`src/rtl/tile_painter.sv`:
```
// LCD tile painter: latches one tile request and drives the 8080 write burst (window, RAMWR, pixels).
// Optional LCD power-up sequence compiled in with `PAINTER_INIT_EN`.
module tile_painter #(
    parameter int          TILE_PX     = 15,
    parameter int          INIT_WAIT   = 1200000,
    parameter logic [15:0] COLOR_BG    = 16'h0000,
    parameter logic [15:0] COLOR_BODY  = 16'h07E0,
    parameter logic [15:0] COLOR_HEAD  = 16'hFFE0,
    parameter logic [15:0] COLOR_APPLE = 16'hF800
) (
    input  logic       clk,
    input  logic       sync_reset,
    input  logic       enable,
    input  logic       req,
    input  logic [3:0] x,
    input  logic [3:0] y,
    input  logic [1:0] obj_code,
    output logic       cmd_done,
    output logic       busy,
    output logic [7:0] lcd_data,
    output logic       lcd_dc,
    output logic       lcd_wr_n,
    output logic       lcd_cs_n
);
    localparam int          PIX      = TILE_PX * TILE_PX;
    localparam int          PW       = (PIX > 1) ? $clog2(PIX) : 1;
    localparam logic [PW-1:0] PIX_LAST = PW'(PIX - 1);
    localparam logic [15:0] TP       = 16'(TILE_PX);

`ifdef PAINTER_INIT_EN
    localparam logic [1:0]  S_INIT    = 2'd0;
    localparam logic [23:0] WAIT_LAST = 24'(INIT_WAIT - 1);
`endif
    localparam logic [1:0]  S_IDLE = 2'd1;
    localparam logic [1:0]  S_SEND = 2'd2;
    localparam logic [1:0]  S_DONE = 2'd3;

    logic [1:0]    r_state;
    logic [3:0]    r_x, r_y;
    logic [1:0]    r_obj;
    logic [3:0]    r_seq;
    logic          r_lo;
    logic          r_ph;
    logic [PW-1:0] r_pix;

    logic [15:0]   w_xs, w_xe, w_ys, w_ye, w_color;
    logic [3:0]    w_nseq;
    logic [7:0]    w_hdr;
    logic          w_hdr_dc;

    assign w_xs   = 16'(r_x) * TP;
    assign w_xe   = w_xs + TP - 16'd1;
    assign w_ys   = 16'(r_y) * TP;
    assign w_ye   = w_ys + TP - 16'd1;
    assign w_nseq = r_seq + 4'd1;
    assign busy   = (r_state != S_IDLE);

    always_comb begin
        case (r_obj)
            2'b00:   w_color = COLOR_BG;
            2'b01:   w_color = COLOR_BODY;
            2'b10:   w_color = COLOR_HEAD;
            default: w_color = COLOR_APPLE;
        endcase
    end

    // Header byte that follows the one currently on the bus (index 0 is 0x2A, loaded at start).
    always_comb begin
        w_hdr    = 8'h00;
        w_hdr_dc = 1'b1;
        case (w_nseq)
            4'd1:  w_hdr = w_xs[15:8];
            4'd2:  w_hdr = w_xs[7:0];
            4'd3:  w_hdr = w_xe[15:8];
            4'd4:  w_hdr = w_xe[7:0];
            4'd5:  begin w_hdr = 8'h2B; w_hdr_dc = 1'b0; end
            4'd6:  w_hdr = w_ys[15:8];
            4'd7:  w_hdr = w_ys[7:0];
            4'd8:  w_hdr = w_ye[15:8];
            4'd9:  w_hdr = w_ye[7:0];
            4'd10: begin w_hdr = 8'h2C; w_hdr_dc = 1'b0; end
            default: ;
        endcase
    end

`ifdef PAINTER_INIT_EN
    logic [2:0]  r_ist;
    logic [1:0]  r_iph;
    logic [23:0] r_wait;
    logic [7:0]  w_ibyte;
    logic        w_idc;
    logic        w_iwait;

    assign w_iwait = (r_ist == 3'd1) || (r_ist == 3'd3);

    always_comb begin
        w_idc   = 1'b0;
        w_ibyte = 8'h29;
        case (r_ist)
            3'd0:    w_ibyte = 8'h01;
            3'd2:    w_ibyte = 8'h11;
            3'd4:    w_ibyte = 8'h3A;
            3'd5:    begin w_ibyte = 8'h55; w_idc = 1'b1; end
            default: ;
        endcase
    end
`endif

    always_ff @(posedge clk) begin
        if (sync_reset) begin
`ifdef PAINTER_INIT_EN
            r_state <= S_INIT;
            r_ist   <= 3'd0;
            r_iph   <= 2'd0;
            r_wait  <= WAIT_LAST;
`else
            r_state <= S_IDLE;
`endif
            r_x      <= 4'd0;
            r_y      <= 4'd0;
            r_obj    <= 2'd0;
            r_seq    <= 4'd0;
            r_lo     <= 1'b0;
            r_ph     <= 1'b0;
            r_pix    <= '0;
            cmd_done <= 1'b0;
            lcd_data <= 8'h00;
            lcd_dc   <= 1'b1;
            lcd_wr_n <= 1'b1;
            lcd_cs_n <= 1'b1;
        end else begin
            case (r_state)
`ifdef PAINTER_INIT_EN
                S_INIT: begin
                    if (w_iwait) begin
                        if (r_wait == 24'd0) r_ist <= r_ist + 3'd1;
                        else                 r_wait <= r_wait - 24'd1;
                    end else begin
                        case (r_iph)
                            2'd0: begin
                                lcd_data <= w_ibyte;
                                lcd_dc   <= w_idc;
                                lcd_wr_n <= 1'b0;
                                lcd_cs_n <= 1'b0;
                                r_iph    <= 2'd1;
                            end
                            2'd1: begin
                                lcd_wr_n <= 1'b1;
                                r_iph    <= 2'd2;
                            end
                            default: begin
                                lcd_cs_n <= 1'b1;
                                lcd_dc   <= 1'b1;
                                r_iph    <= 2'd0;
                                r_wait   <= WAIT_LAST;
                                if (r_ist == 3'd6) r_state <= S_IDLE;
                                else               r_ist   <= r_ist + 3'd1;
                            end
                        endcase
                    end
                end
`endif
                S_IDLE: begin
                    if (req && enable) begin
                        r_x      <= x;
                        r_y      <= y;
                        r_obj    <= obj_code;
                        r_seq    <= 4'd0;
                        r_ph     <= 1'b0;
                        lcd_data <= 8'h2A;
                        lcd_dc   <= 1'b0;
                        lcd_wr_n <= 1'b0;
                        lcd_cs_n <= 1'b0;
                        r_state  <= S_SEND;
                    end
                end
                S_SEND: begin
                    if (!r_ph) begin
                        lcd_wr_n <= 1'b1;
                        r_ph     <= 1'b1;
                    end else begin
                        r_ph <= 1'b0;
                        if (r_seq < 4'd10) begin
                            r_seq    <= w_nseq;
                            lcd_data <= w_hdr;
                            lcd_dc   <= w_hdr_dc;
                            lcd_wr_n <= 1'b0;
                        end else if (r_seq == 4'd10) begin
                            r_seq    <= 4'd11;
                            r_lo     <= 1'b0;
                            r_pix    <= PIX_LAST;
                            lcd_data <= w_color[15:8];
                            lcd_dc   <= 1'b1;
                            lcd_wr_n <= 1'b0;
                        end else if (!r_lo) begin
                            r_lo     <= 1'b1;
                            lcd_data <= w_color[7:0];
                            lcd_wr_n <= 1'b0;
                        end else if (r_pix == '0) begin
                            cmd_done <= 1'b1;
                            lcd_cs_n <= 1'b1;
                            lcd_dc   <= 1'b1;
                            r_state  <= S_DONE;
                        end else begin
                            r_pix    <= r_pix - PW'(1);
                            r_lo     <= 1'b0;
                            lcd_data <= w_color[15:8];
                            lcd_wr_n <= 1'b0;
                        end
                    end
                end
                default: begin
                    cmd_done <= 1'b0;
                    r_state  <= S_IDLE;
                end
            endcase
        end
    end
endmodule

```
`config.mk`:
```
export PLATFORM = sky130hd
export DESIGN_NAME = tile_painter
export DESIGN_NICKNAME = d
export VERILOG_FILES = /design/src/rtl/tile_painter.sv
export SDC_FILE = /design/constraint.sdc
export NUM_CORES = 1
export LEC_CHECK = 0
export ABC_AREA = 1
export BUFFER_PORTS_ARGS = -buffer_cell sky130_fd_sc_hd__buf_2
export CAP_MARGIN = 25
export CORE_ASPECT_RATIO = 1.1
export CORE_MARGIN = 2
export CORE_UTILIZATION = 28
export DETAILED_ROUTE_END_ITERATION = 10
export GPL_ROUTABILITY_DRIVEN = 0
export PLACE_DENSITY_LB_ADDON = 0.08
export SKIP_CTS_REPAIR_TIMING = 1
export SLEW_MARGIN = 10
export SYNTH_ARGS = -nofsm -noshare
export SYNTH_HDL_FRONTEND = slang
export SYNTH_SLANG_ARGS = --single-unit
```
`constraint.sdc`:
```
create_clock -name clk -period 4.5 [get_ports clk]
set_clock_uncertainty 0.1 [all_clocks]
set_input_delay 0.675 -clock clk [delete_from_list [all_inputs] [get_ports clk]]
set_output_delay 0.675 -clock clk [all_outputs]
set_load 0.01 [all_outputs]
```
==> impl_metrics.env <==
export IMPL_cts_tree="yes"
export IMPL_slew_headroom_pct=51.9
export IMPL_clk_latency_ns=0.28
export IMPL_grt_overflow=0
export IMPL_grt_pass1_wl_um=14200
export IMPL_clockBufferDepth=2
export IMPL_remaining_drc_errors=0
export IMPL_synth_edff_count=0
export IMPL_hold_viol=0
export IMPL_status="complete, no violations"
export IMPL_power_frac_seq_pct=26.6
export IMPL_whs_endpoint="lcd_data[6]"
export IMPL_drive_above_1_share_pct=10.5
export IMPL_leakagePower_nw=1.75
export IMPL_coreArea_um2=11000
export IMPL_layout_nets=553
export IMPL_firstDrtPassIters=4
export IMPL_die_h_um=116
export IMPL_htreeDepth=2
export IMPL_syn_instance_count=471
export IMPL_vdd_drop_max_v=0.000257
export IMPL_stdcell_count=644
export IMPL_die_x_um=106
export IMPL_endpoint_kind="flip-flop"
export IMPL_io_buffers=26
export IMPL_drt_iter0_drc=107
export IMPL_dp_hpwl_um=6670
export IMPL_holdCritPathClass="reg2reg"
export IMPL_hold_ws_ns=0.364
export IMPL_antenna_cells=0
export IMPL_regToRegEndpoint="lcd_data[7]"
export IMPL_maxCapViolCount=0
export IMPL_root_buffer="clkbuf_16"
export IMPL_hp_start="lcd_data[6]"
export IMPL_cp_num_cells=14
export IMPL_cp_cell_sequence="fa_1, inv_1, fa_1, fa_1, inv_1, nor2_1, nor2_1, nand3_1, nor2_1, nand2_1, nand3_1, nand4_1, nand3_1, a21oi_1"
export IMPL_ys_warn_count=0
export IMPL_powerDensity_nw_per_um2=520
export IMPL_swShare_pct=47.6
export IMPL_routed_wl_um=8270
export IMPL_cts_made_buffers=5
export IMPL_yosys_most_used_dff="dfxtp_1"
export IMPL_avgViaCountPerCell=4.61
export IMPL_fmax_ghz=0.302
export IMPL_wl_per_cell_um=12.8
export IMPL_rsz0062_at_grt="false"
export IMPL_avgSynthCellArea_um2=6.78
export IMPL_fin_util_pct=32.9
export IMPL_place_inst=636
export IMPL_slew_viol_final=0
export IMPL_rr_worst_depth=14
export IMPL_dieArea_um2=12300
export IMPL_track_usage_pct=14.5
export IMPL_finalPower_mw=1.88
export IMPL_crit_arrival_ns=3.37
export IMPL_cp_top_family="adder cells"
export IMPL_cpPeakStageDelay_ns=0.50
export IMPL_via_count=2972
export IMPL_finalSetupViolCount=0
export IMPL_required_ns=4.56
export IMPL_crit_buf_inv=2
export IMPL_num_fill_cells=1271
export IMPL_combPwrFrac_pct=54.5
export IMPL_postSynth_asyncResetShare_pct=0
export IMPL_first_global_vias=3026
export IMPL_clock_sinks=38
export IMPL_clkPwrFrac_pct=18.9
export IMPL_cts_clk_slew_worst_paths_ns=0.06
export IMPL_p_int_uw=986
export IMPL_tightest_slew_ns=0.719
export IMPL_min_period_over_period_pct=73.5
export IMPL_worstHoldPathCells=2
export IMPL_reg2reg_from="r_x[2]"
export IMPL_grt_max_degree=22
export IMPL_cp_max_fo=6
export IMPL_crit_path_top_delay_cell="fa_1"
export IMPL_antenna_found_initial=0
export IMPL_syn_area_um2=3190
export IMPL_crit_type="reg2reg"
export IMPL_r2r_slack_ns=1.19
export IMPL_rows=40
export IMPL_ys_seq_area_share_pct=23.8
export IMPL_antenna_left=0
export IMPL_cp_start_kind="flip-flop"
export IMPL_start_util_pct=29.0
export IMPL_num_io_pins=27
export IMPL_fin_crit_ns=3.31
export IMPL_synthDistinctLibCells=40
export IMPL_synth_seq_cells=38
export IMPL_area_delta_synth_final_pct=13.4
export IMPL_tns_ns=0
export IMPL_power_switching_uw=895
export IMPL_syn_nets=528
[Yosys cell counts, types with 2 or more instances]
cell,instances,area (um^2)
nand2_1,91,342
inv_1,86,323
a21oi_1,41,205
dfxtp_1,38,761
nor2_1,37,139
nand3_1,34,170
ha_1,33,413
o21ai_0,28,140
fa_1,10,200
nand4_1,10,62.6
clkbuf_1,5,18.8
nor2_2,5,31.3
inv_2,4,15.0
a211oi_1,3,22.5
a31oi_1,3,18.8
nand3b_1,3,22.5
nor2_4,3,33.8
nor3_1,3,15.0
nor3b_1,3,22.5
o211ai_1,3,22.5
o21ai_1,3,15.0
xor2_1,3,26.3
clkinv_1,2,7.51
nor3_2,2,20.0
o31ai_1,2,15.0
xnor2_1,2,17.5
[final cells by class]
class,count,area (um^2),area share (%)
inverter,92,345,9.54
clock inverter,1,5.00,0.138
timing repair buffer,26,130,3.59
clock buffer,7,143,3.94
sequential,38,761,21.0
tap,147,184,5.08
multi-input combinational,333,2050,56.7
[placed cells by master (no fill, tap or decap), types with 4 or more instances in the layout]
cell,instances
nor2_2,5
nor2_1,37
ha_1,33
nand4_1,10
nand3_1,34
nand2_1,91
buf_2,26
fa_1,10
clkbuf_16,5
a21oi_1,41
dfxtp_1,38
inv_1,86
inv_2,4
o21ai_0,28
[cell families (layout without fill, tap and decap cells)]
group                    Yosys count  count (layout)  share of synthesized area (%)
AND/OR/NAND/NOR                  195             195                           27.8
AO/OA/AOI/OAI                     90              90                           15.9
adder cells (fa/ha/maj)           43              43                           19.2
buffers and inverters            100             126                           11.9
flip-flops                        38              38                           23.8
XOR/XNOR                           5               5                           1.37
[how the worst max path moves through the flow]
stage                      start     endpoint
after floorplan           r_y[0]  lcd_data[5]
after CTS                 r_x[2]  lcd_data[7]
final                     r_x[2]  lcd_data[7]
after detailed placement  r_x[2]  lcd_data[7]
after global placement    r_x[2]  lcd_data[7]
after global routing      r_x[2]  lcd_data[7]
[worst reg2reg max path, cell delays in order, from the launching register on]
cell and delay (ns):
dfxtp_1 0.45, fa_1 0.47, inv_1 0.08, fa_1 0.45, fa_1 0.50, inv_1 0.07, nor2_1 0.07, nor2_1 0.20
nand3_1 0.18, nor2_1 0.21, nand2_1 0.07, nand3_1 0.07, nand4_1 0.10, nand3_1 0.11, a21oi_1 0.06
[flip-flops by register name, indices dropped and copies added (netlist names)]
register  flops
r_state       2
lcd_data      8
r_x           4
r_ph          1
lcd_dc        1
r_y           4
r_obj         2
r_seq         4
r_pix         8
lcd_wr_n      1
r_lo          1
lcd_cs_n      1
cmd_done      1
[metrics by stage]
step | area, um^2 | setup WS, ns
floorplan | 3190 | 1.52
finish | 3620 | 1.19
detailed placement | 3470 | 1.21
CTS | 3620 | 1.21
global placement | 3470 | 1.26
global route | 3620 | 0.892
[per-layer routing]
layer / vias up / wire length, um / GRT usage [%]
li1: 1576 / - / -
met1: 1344 / 3700 / 16.7
met2: 42 / 4160 / 27.0
met3: 10 / 286 / 2.14
met4: 0 / 125 / 5.61
met5: - / 0 / 0
[power by group through the flow]
stage | sequential [mW] | combinational, mW | clock, mW
after global routing | 0.513 | 1.20 | 0.386
final | 0.500 | 1.03 | 0.356
after global placement | 0.509 | 1.04 | 0
after CTS | 0.503 | 1.04 | 0.374
after detailed placement | 0.511 | 1.04 | 0
after floorplan | 0.505 | 0.758 | 0
Power figures use the tool's default switching activity.
